$ cat src/rtl/sha256_msg_padder.sv
// ---------------------------------------------------------------------------
// sha256_msg_padder
//
// Front-end of the SHA-256 datapath. It collects a message that arrives as
// big-endian 32-bit words, appends the standard padding, and hands complete
// 512-bit blocks to the compression core over a valid/ready handshake.
// The padding is a 0x80 byte, zero fill, and the 64-bit message bit length.
//
// Ports
//   clk        single clock, all state updates on the rising edge
//   rst        asynchronous, active-high reset
//   in_valid   input word valid
//   in_ready   padder can accept an input word this cycle
//   in_data    message word, first byte in [31:24]
//   in_last    word is the final word of the message
//   in_nbytes  valid bytes in the last word (MSB-aligned), 0 means 4
//   out_valid  out_block holds a complete block
//   out_ready  core accepts the block
//   out_block  block, word 0 in [511:480], word 15 in [31:0]
//   out_last   block is the final block of the message
//   blk_count  (only with SHA256_PAD_BLKCNT_EN) blocks handed over so far in
//              the current message, including the one in a handshake
//
// Optional feature macro: SHA256_PAD_BLKCNT_EN
//
// There is a single block buffer. Input words are written straight into it,
// and the same buffer drives out_block, so input and output transfers never
// overlap.
// ---------------------------------------------------------------------------
module sha256_msg_padder #(
  parameter int LEN_W = 64
) (
  input  logic         clk,
  input  logic         rst,
  input  logic         in_valid,
  output logic         in_ready,
  input  logic [31:0]  in_data,
  input  logic         in_last,
  input  logic [1:0]   in_nbytes,
  output logic         out_valid,
  input  logic         out_ready,
  output logic [511:0] out_block,
  output logic         out_last
`ifdef SHA256_PAD_BLKCNT_EN
  ,
  output logic [31:0]  blk_count
`endif
);

  typedef enum logic [2:0] {
    FILL,
    PAD,
    EMIT,
    EXTRA,
    EMIT_FINAL
  } state_t;

  state_t      state;
  state_t      state_next;

  logic [31:0] words [16];
  logic [3:0]  k;
  logic [60:0] byte_cnt;
  logic        extra_pend;
  logic        extra_80;
  logic        started;

  logic        accept;
  logic        hs;
  logic [2:0]  add_bytes;
  logic [60:0] cnt_next;
  logic [LEN_W-1:0] len_next;
  logic [LEN_W-1:0] len_cur;
  logic [31:0] last_word;
  logic        full_last;
  logic [4:0]  p;
  logic [4:0]  k_ext;

  // Handshake qualifiers. in_ready is held low until the first clock edge
  // after reset so a source cannot slip a word in while reset is releasing.
  assign in_ready  = started && (state == FILL);
  assign out_valid = (state == EMIT) || (state == EMIT_FINAL);
  assign out_last  = (state == EMIT_FINAL);
  assign accept    = in_valid && in_ready;
  assign hs        = out_valid && out_ready;

  // Byte accounting: a last word contributes in_nbytes bytes (0 encodes 4),
  // any other word contributes a full 4. The bit length is the byte count
  // shifted by three, so it wraps modulo 2^64 along with the 61-bit counter.
  assign add_bytes = (in_last && (in_nbytes != 2'd0)) ? {1'b0, in_nbytes} : 3'd4;
  assign cnt_next  = byte_cnt + 61'(add_bytes);
  assign len_next  = {cnt_next, 3'b000};
  assign len_cur   = {byte_cnt, 3'b000};

  // A last word that is completely full pushes the 0x80 marker into the
  // next word slot, so the marker's word index p is one past k.
  assign full_last = in_last && (in_nbytes == 2'd0);
  assign k_ext     = {1'b0, k};
  assign p         = full_last ? (k_ext + 5'd1) : k_ext;

  // Build the last data word: keep the valid MSB-aligned bytes, force the
  // unused bytes to zero, and drop the 0x80 marker right after the data.
  always_comb begin
    last_word = in_data;
    case (in_nbytes)
      2'd1:    last_word = {in_data[31:24], 8'h80, 16'h0000};
      2'd2:    last_word = {in_data[31:16], 8'h80, 8'h00};
      2'd3:    last_word = {in_data[31:8], 8'h80};
      default: last_word = in_data;
    endcase
  end

  // Map the word buffer onto the block bus with word 0 in the top bits.
  always_comb begin
    out_block = '0;
    for (int i = 0; i < 16; i++) begin
      out_block[511 - 32*i -: 32] = words[i];
    end
  end

  // State register.
  always_ff @(posedge clk or posedge rst) begin
    if (rst) begin
      state <= FILL;
    end else begin
      state <= state_next;
    end
  end

  // Next-state logic. A last word whose marker lands at p<=13 leaves room
  // for the length in the same block; otherwise an extra block follows.
  always_comb begin
    state_next = state;
    case (state)
      FILL: begin
        if (accept) begin
          if (in_last) begin
            state_next = (p <= 5'd13) ? EMIT_FINAL : EMIT;
          end else if (k == 4'd15) begin
            state_next = EMIT;
          end
        end
      end
      EMIT: begin
        if (hs) begin
          state_next = extra_pend ? EXTRA : FILL;
        end
      end
      EXTRA: begin
        state_next = EMIT_FINAL;
      end
      EMIT_FINAL: begin
        if (hs) begin
          state_next = FILL;
        end
      end
      default: begin
        state_next = FILL;
      end
    endcase
  end

  // Datapath: word buffer, word index, byte counter and extra-block flags.
  // Non-last words are written at k. A last word also zeroes everything
  // after it and, when it fits, writes the length into words 14..15.
  // EXTRA rebuilds the whole buffer as the trailing padding block.
  always_ff @(posedge clk or posedge rst) begin
    if (rst) begin
      for (int i = 0; i < 16; i++) begin
        words[i] <= '0;
      end
      k          <= '0;
      byte_cnt   <= '0;
      extra_pend <= 1'b0;
      extra_80   <= 1'b0;
      started    <= 1'b0;
    end else begin
      started <= 1'b1;
      case (state)
        FILL: begin
          if (accept) begin
            byte_cnt <= cnt_next;
            k        <= k + 4'd1;
            if (!in_last) begin
              words[k] <= in_data;
            end else begin
              for (int i = 0; i < 16; i++) begin
                if (5'(i) == k_ext) begin
                  words[i] <= last_word;
                end else if (5'(i) > k_ext) begin
                  if (full_last && (5'(i) == k_ext + 5'd1)) begin
                    words[i] <= 32'h8000_0000;
                  end else if ((p <= 5'd13) && (i == 14)) begin
                    words[i] <= len_next[LEN_W-1 -: 32];
                  end else if ((p <= 5'd13) && (i == 15)) begin
                    words[i] <= len_next[31:0];
                  end else begin
                    words[i] <= '0;
                  end
                end
              end
              extra_pend <= (p > 5'd13);
              extra_80   <= full_last && (k == 4'd15);
            end
          end
        end
        EXTRA: begin
          for (int i = 0; i < 16; i++) begin
            if (i == 0) begin
              words[i] <= extra_80 ? 32'h8000_0000 : 32'h0000_0000;
            end else if (i == 14) begin
              words[i] <= len_cur[LEN_W-1 -: 32];
            end else if (i == 15) begin
              words[i] <= len_cur[31:0];
            end else begin
              words[i] <= '0;
            end
          end
          extra_pend <= 1'b0;
          extra_80   <= 1'b0;
        end
        EMIT_FINAL: begin
          if (hs) begin
            byte_cnt <= '0;
            k        <= '0;
          end
        end
        default: begin
        end
      endcase
    end
  end

`ifdef SHA256_PAD_BLKCNT_EN
  // Per-message block counter. The registered value counts completed
  // handshakes; the output adds the one in progress so the final handshake
  // shows the message's block total, after which the count restarts.
  logic [31:0] blk_cnt_q;

  always_ff @(posedge clk or posedge rst) begin
    if (rst) begin
      blk_cnt_q <= '0;
    end else if (hs) begin
      blk_cnt_q <= out_last ? 32'd0 : (blk_cnt_q + 32'd1);
    end
  end

  assign blk_count = blk_cnt_q + 32'(hs);
`endif

endmodule

$ cat config.mk
export PLATFORM = sky130hd
export DESIGN_NAME = sha256_msg_padder
export DESIGN_NICKNAME = d
export VERILOG_FILES = /design/src/rtl/sha256_msg_padder.sv
export SDC_FILE = /design/constraint.sdc
export NUM_CORES = 1
export LEC_CHECK = 0
export CORE_MARGIN = 8
export CORE_UTILIZATION = 32
export DETAILED_ROUTE_END_ITERATION = 12
export HOLD_SLACK_MARGIN = 0.03
export PLACE_DENSITY = 0.62
export REMOVE_ABC_BUFFERS = 1
export SETUP_SLACK_MARGIN = 0.3
export SYNTH_ARGS = -nofsm -noshare
export SYNTH_HDL_FRONTEND = slang
export SYNTH_SLANG_ARGS = --single-unit
$ cat constraint.sdc
create_clock -name clk -period 27.2 [get_ports clk]
set_input_delay 8.16 -clock clk [delete_from_list [all_inputs] [get_ports clk]]
set_output_delay 8.16 -clock clk [all_outputs]
set_load 0.01 [all_outputs]
==> flow_summary.toml, run 1 <==
[run_status]
result_of_the_run = "complete, no violations"

[grt]
number_of_antenna_violations_at_the_first_check_in_global_routing = 8
grt_start_max_net_pins = 149
grt_use_total_pct = 25.78
global_route_wire_length_before_repair_um = 178300
grt_pass1_vias = 23840
overflow = 0

[pwr]
power_switching_mw = 0.8386
power_frac_comb_pct = 23.3
cellInternalPower_mw = 1.813
p_clk_share_pct = 37.3
seq_power_share_pct = 39.4
power.switching_fraction_pct = 31.63
powerDensity_nw_per_um2 = 75.07
worst_ir_drop_vdd_mv = 0.04257
static-leakage-power_nw = 14.56

[sta]
rsz0062_at_grt = "false"
setup_slack_ps = 14770
achievable-frequency_mhz = 80.45
fin_crit_sh_pct = 45.70
timing_worst_slew_pin_value_ps = 1314
slew_headroom_pct = 12.17
totalNegativeSetupSlack_ps = 0
hold_viol = 0
finalWorstPathRequiredPeriod_ps = 12430
setup-violations-final = 0
final.hold.worst_slack_ps = 471.3
finalMaxSlewViolations = 0
fin_worst_skew_ps = 24.67

[final_layout]
layout_commonest_cell = "nand2_1"
final_layout_size_suffix_gt1_share_pct = 6.636
mostFrequentLayoutCells = "593 x nand2_1, 583 x dfrtp_1, 553 x clkdlybuf4s50_1"
area_growth_pct = 33.07
number_of_nets_in_the_finished_design = 3257
final_cells = 4330
final_design_area_no_fill_um2 = 35320

[detailed_routing]
vias_per_cell = 5.681
drt-initial-drc-count = 2436
route.detailed.drc = 0
drt-wirelength-per-cell_um = 28.61
final_antenna_net_count = 0
vias = 24600
routed_wl_um = 123900
firstDrtPassIters = 7

[die]
initial_util_pct = 32.32
core.rowCount = 105
pin_count = 554
fp.dieH_um = 304.0
core_footprint_um2 = 82110
chipWidth_um = 304.0
die-area_um2 = 92410

[worst_setup_path]
cp.required_ps = 27700
crit-reg2reg-launch = "k[1]"
path_max_fanout = 33
cp-startpoint = "in_last"
end_kind = "register"
critPathKind = "in -> reg"
critical_path.reg2reg.endpoint = "out_block[35]"
setup.worst_path.start_class = "input pin"
regToRegSetupSlack_ps = 22870
r2r.worst_path.cells = 8
worst_ep_arrival_time_ps = 12930
critical_path.endpoint = "out_block[51]"

[synthesis]
synthCells = 2788
yosys_warnings = 0
synth_seq_area_share_pct = 54.97
post_synth.cell_area_avg_um2 = 9.520
netlist_area_um2 = 26540
synth_largest_type_area_fraction_pct = 54.97
post_synth_main_area_contributors = "dfrtp_1 55%, nand2_1 8.4%, o31ai_1 7.5%"
netlist-cell-type-count = 85
synth_edf_count = 0
async_flop_share_pct = 100.0
postSynthRegisterBits = 583
yosysTopAreaCell = "dfrtp_1"
dominantRegCellSynth = "dfrtp_1"

[place]
dp_worst_setup_slack_ps = 14310
finalWeightedCongestion = 0.9633
postPlaceCellArea_um2 = 32910
i_o_buffers = 553
placed_cells = 4206
hpwl_dp_um = 86200

[clock_tree]
tritoncts_clock_tree = "built"
cts.sink_count = 583
postCtsResizedCells = 0
clock_tree.root_cell = "clkbuf_16"
path_clk_slew_ps = 60
numCtsBuffers = 69
clock_insertion_delay_worst_skew_ps = 610
postCtsHoldBufs = 0
cts.path.max_buffers = 3
cts_setup_buffers = 0
cts-htree-levels = 3

[run]
drv_cap = 0

[min_path]
hold_path_class = "reg -> reg"
-- power groups by stage --
stage	Combinational [mW]	Clock, mW	Sequential, mW
6_report	0.618	0.988	1.04
2_1_floorplan	0.196	0	1.09
4_1_cts	0.621	1.01	1.04
3_5_place_dp	0.619	0	1.06
5_1_grt	0.661	1.04	1.06
3_3_place_gp	0.616	0	1.06
-- critical path, cell delays in order --
cell	delay, ps
clkdlybuf4s50_1	500
buf_4	380
inv_1	300
nor2_1	610
inv_1	440
ha_1	460
nand2b_1	100
a2111o_1	570
nor4_2	790
nand2_1	190
a221oi_1	330
nor2_1	80
-- metal layers --
metal | GRT usage [%] | part of all wire [%] | vias up
li1 | - | - | 10840
met1 | 33.08 | 40 | 12270
met2 | 40.26 | 45 | 1240
met3 | 8.081 | 10 | 249
met4 | 10.45 | 4.4 | 4
met5 | 0 | 0.022 | -
-- layout make-up --
cell class / instances / area, um2
fill: 8028 / 46790
sequential: 583 / 14590
multi-input combinational: 1920 / 10920
timing repair buffer: 608 / 5961
clock buffer: 93 / 1967
tap: 1070 / 1339
clock inverter: 26 / 426.7
inverter: 25 / 101.3
antenna: 5 / 12.51
-- Yosys cell counts (10+ instances only) --
cell type and instances:
buf_1 22, o21ai_0 263, o41ai_1 16, nor4_1 11
xnor2_1 22, nor2_1 129, dfrtp_1 583, nor3_1 46
a21oi_1 85, nand4_1 25, inv_1 24, o22ai_1 39
a221o_1 12, a31oi_1 12, a221oi_1 34, o31ai_1 265
and2_1 14, nand2_1 596, clkbuf_1 194, xor2_1 30
nand2b_1 10, and3_1 18, a22o_1 42, o21ai_1 10
ha_1 10, nor2b_1 12, nand3_1 81, buf_2 28
-- state kept, by name, indices dropped and copies added (netlist names) --
signal      flops
byte_cnt       61
extra_80        1
extra_pend      1
k               4
out_block     512
started         1
state           3
-- how the worst min path moves through the flow --
stage	start	endpoint	slack [ps]	depth (start not counted)
after floorplan	extra_80	extra_80	470	2
after global placement	out_block[394]	out_block[394]	460	2
after detailed placement	out_block[439]	out_block[439]	460	2
after CTS	out_block[439]	out_block[439]	470	2
after global routing	out_block[236]	out_block[236]	490	2
final	out_block[281]	out_block[281]	470	2
-- per-stage QoR --
step / util (%) / power [mW]
floorplan: - / 1.289
global placement: 40.08 / 1.672
detailed placement: 40.08 / 1.677
CTS: 43.00 / 2.672
global route: 43.00 / 2.758
finish: 43.01 / 2.651
-- kinds of logic after synthesis --
| family | share of synthesized area (%) |
|---|---|
| AO/OA/AOI/OAI | 21.17 |
| XOR/XNOR | 1.716 |
| adder cells (fa/ha/maj) | 0.5846 |
| buffers and inverters | 4.530 |
| flip-flops | 54.97 |
| multiplexers | 0.1131 |
| other | 0.01413 |
| AND/OR/NAND/NOR | 16.90 |
Note: power is estimated with default switching activity, not from simulation.
==> run 2: changes to the inputs <==
Clock period 27.2 ns to 12.2 ns, I/O delays scaled along.
==> flow_summary.toml, run 2 (synthesis gave the netlist of run 1 again) <==
[clock_tree]
tritoncts_clock_tree = "built"
clock_tree.root_cell = "clkbuf_16"
cts.sink_count = 583
cts-htree-levels = 3
cts_setup_buffers = 0
cts.path.max_buffers = 3
clock_insertion_delay_worst_skew_ps = 620
path_clk_slew_ps = 60
numCtsBuffers = 68
postCtsHoldBufs = 0
postCtsResizedCells = 0

[final_layout]
mostFrequentLayoutCells = "593 x nand2_1, 583 x dfrtp_1, 553 x clkdlybuf4s50_1"
layout_commonest_cell = "nand2_1"
final_layout_size_suffix_gt1_share_pct = 6.472
number_of_nets_in_the_finished_design = 3256
fillerInstances = 8062
largest_register_ffs = 512
area_growth_pct = 32.89

[die]
die-area_um2 = 92410
core.rowCount = 105
core_footprint_um2 = 82110
chipWidth_um = 304.0
pin_count = 554
fp.dieH_um = 304.0
initial_util_pct = 32.32

[run]
drv_cap = 0

[grt]
overflow = 0
grt_pass1_vias = 23610
global_route_wire_length_before_repair_um = 177300
met2_usage_pct = 39.83
met3_usage_pct = 9.631
number_of_antenna_violations_at_the_first_check_in_global_routing = 8
grt_util_met1_pct = 31.92
grt_use_total_pct = 25.74
grt_start_max_net_pins = 176
grt_busiest_layer = "met2"

[worst_setup_path]
critical_path.reg2reg.endpoint = "out_block[43]"
worstSetupPathDepth = 12
regToRegSetupSlack_ps = 7630
crit_path_cell_trace = "clkdlybuf4s50_1, buf_4, inv_1, nor2_1, inv_1, ha_1, nand2b_1, a2111o_1, nor4_2, nand2_1, a221oi_1, nor2_1"
end_kind = "register"
critical_path.endpoint = "out_block[51]"
critPathMaxStageDelay_ps = 730
cp.required_ps = 12700
cp-startpoint = "in_last"
cp_top_family = "simple AND/OR/NAND/NOR gates"
critPathKind = "in -> reg"
slowest_stage_cell_on_the_critical_path = "nor4_2"
setup.worst_path.start_class = "input pin"
r2r.worst_path.cells = 7
worst_ep_arrival_time_ps = 8410
path_max_fanout = 33
crit-reg2reg-launch = "k[1]"
crit_buf_inv = 4

[sta]
hold_viol = 0
achievable-frequency_mhz = 126.5
finalMaxSlewViolations = 0
setup-violations-final = 0
finalWorstPathRequiredPeriod_ps = 7907
slew_headroom_pct = 6.870
fin_worst_skew_ps = 22.32
rsz0062_at_grt = "false"
fin_crit_sh_pct = 64.81
timing_worst_slew_pin_value_ps = 1362
totalNegativeSetupSlack_ps = 0
setup_slack_ps = 4293

[detailed_routing]
route.detailed.drc = 0
vias = 24470
drt-wirelength-per-cell_um = 28.49
firstDrtPassIters = 6
routed_wl_um = 123500
vias_per_cell = 5.644
final_antenna_net_count = 0
drt-initial-drc-count = 2396

[place]
hpwl_dp_um = 86100
i_o_buffers = 553
finalWeightedCongestion = 0.9824
dp_worst_setup_slack_ps = 3793

[pwr]
powerDensity_nw_per_um2 = 165.7
static-leakage-power_nw = 14.52
worst_ir_drop_vdd_mv = 0.08409

[run_status]
result_of_the_run = "complete, no violations"

[min_path]
hold_path_class = "reg -> reg"
-- run 2: cell count changes in the layout (fill, tap and decap cells not counted) --
| cell | before | now |
|---|---|---|
| bufinv_16 | 8 | 5 |
| buf_4 | 54 | 53 |
| clkinv_2 | 7 | 5 |
| buf_12 | 1 | 2 |
| clkbuf_1 | 9 | 19 |
| inv_8 | 2 | 1 |
| clkbuf_8 | 15 | 16 |
-- run 2: power by group --
part	internal, mW	switching (mW)
clock	1.26	0.874
combinational	0.566	0.815
sequential	2.16	0.164
-- run 2: per-stage QoR --
step	hold WS (ps)	utilization, %	std cells	power, mW	cell area (um2)
after global placement	456.3	40.10	4206	3.729	32920
after CTS	475.8	42.94	4330	5.884	35260
after detailed placement	459.5	40.10	4206	3.742	32920
after floorplan	468.0	-	2528	2.874	25430
final	471.6	42.95	4335	5.844	35270
after global routing	491.8	42.94	4331	6.087	35260
-- run 2: worst min path at each step --
stage	depth (start not counted)	end	slack, ps	startpoint
global placement	2	out_block[439]	460	out_block[439]
CTS	2	out_block[170]	480	out_block[170]
finish	2	out_block[470]	470	out_block[470]
floorplan	2	extra_80	470	extra_80
global route	2	out_block[357]	490	out_block[357]
detailed placement	2	out_block[170]	460	out_block[170]
-- run 2: cell type report --
type,instances,area (um2),share of cell area (%)
Timing Repair Buffer,608,5973,16.94
Tap cell,1070,1339,3.796
Clock inverter,20,315.3,0.8940
Antenna cell,5,12.51,0.03548
Inverter,25,101.3,0.2874
Multi-Input combinational cell,1920,10920,30.96
Clock buffer,104,2018,5.722
Sequential cell,583,14590,41.37
-- run 2: per-layer routing --
layer / vias to the layer above / share of wire, %
met4: 8 / 4.9
met1: 12210 / 39
met3: 259 / 11
met2: 1145 / 45
li1: 10850 / -
met5: - / 0.045
-- run 2: worst register-to-register path: stages, from the launching register on --
cell and delay, ps:
dfrtp_1 820, ha_1 740, nor2b_1 270, a21oi_1 220, o221ai_1 380, nor4_4 830, nand2_1 800, o221ai_1 410
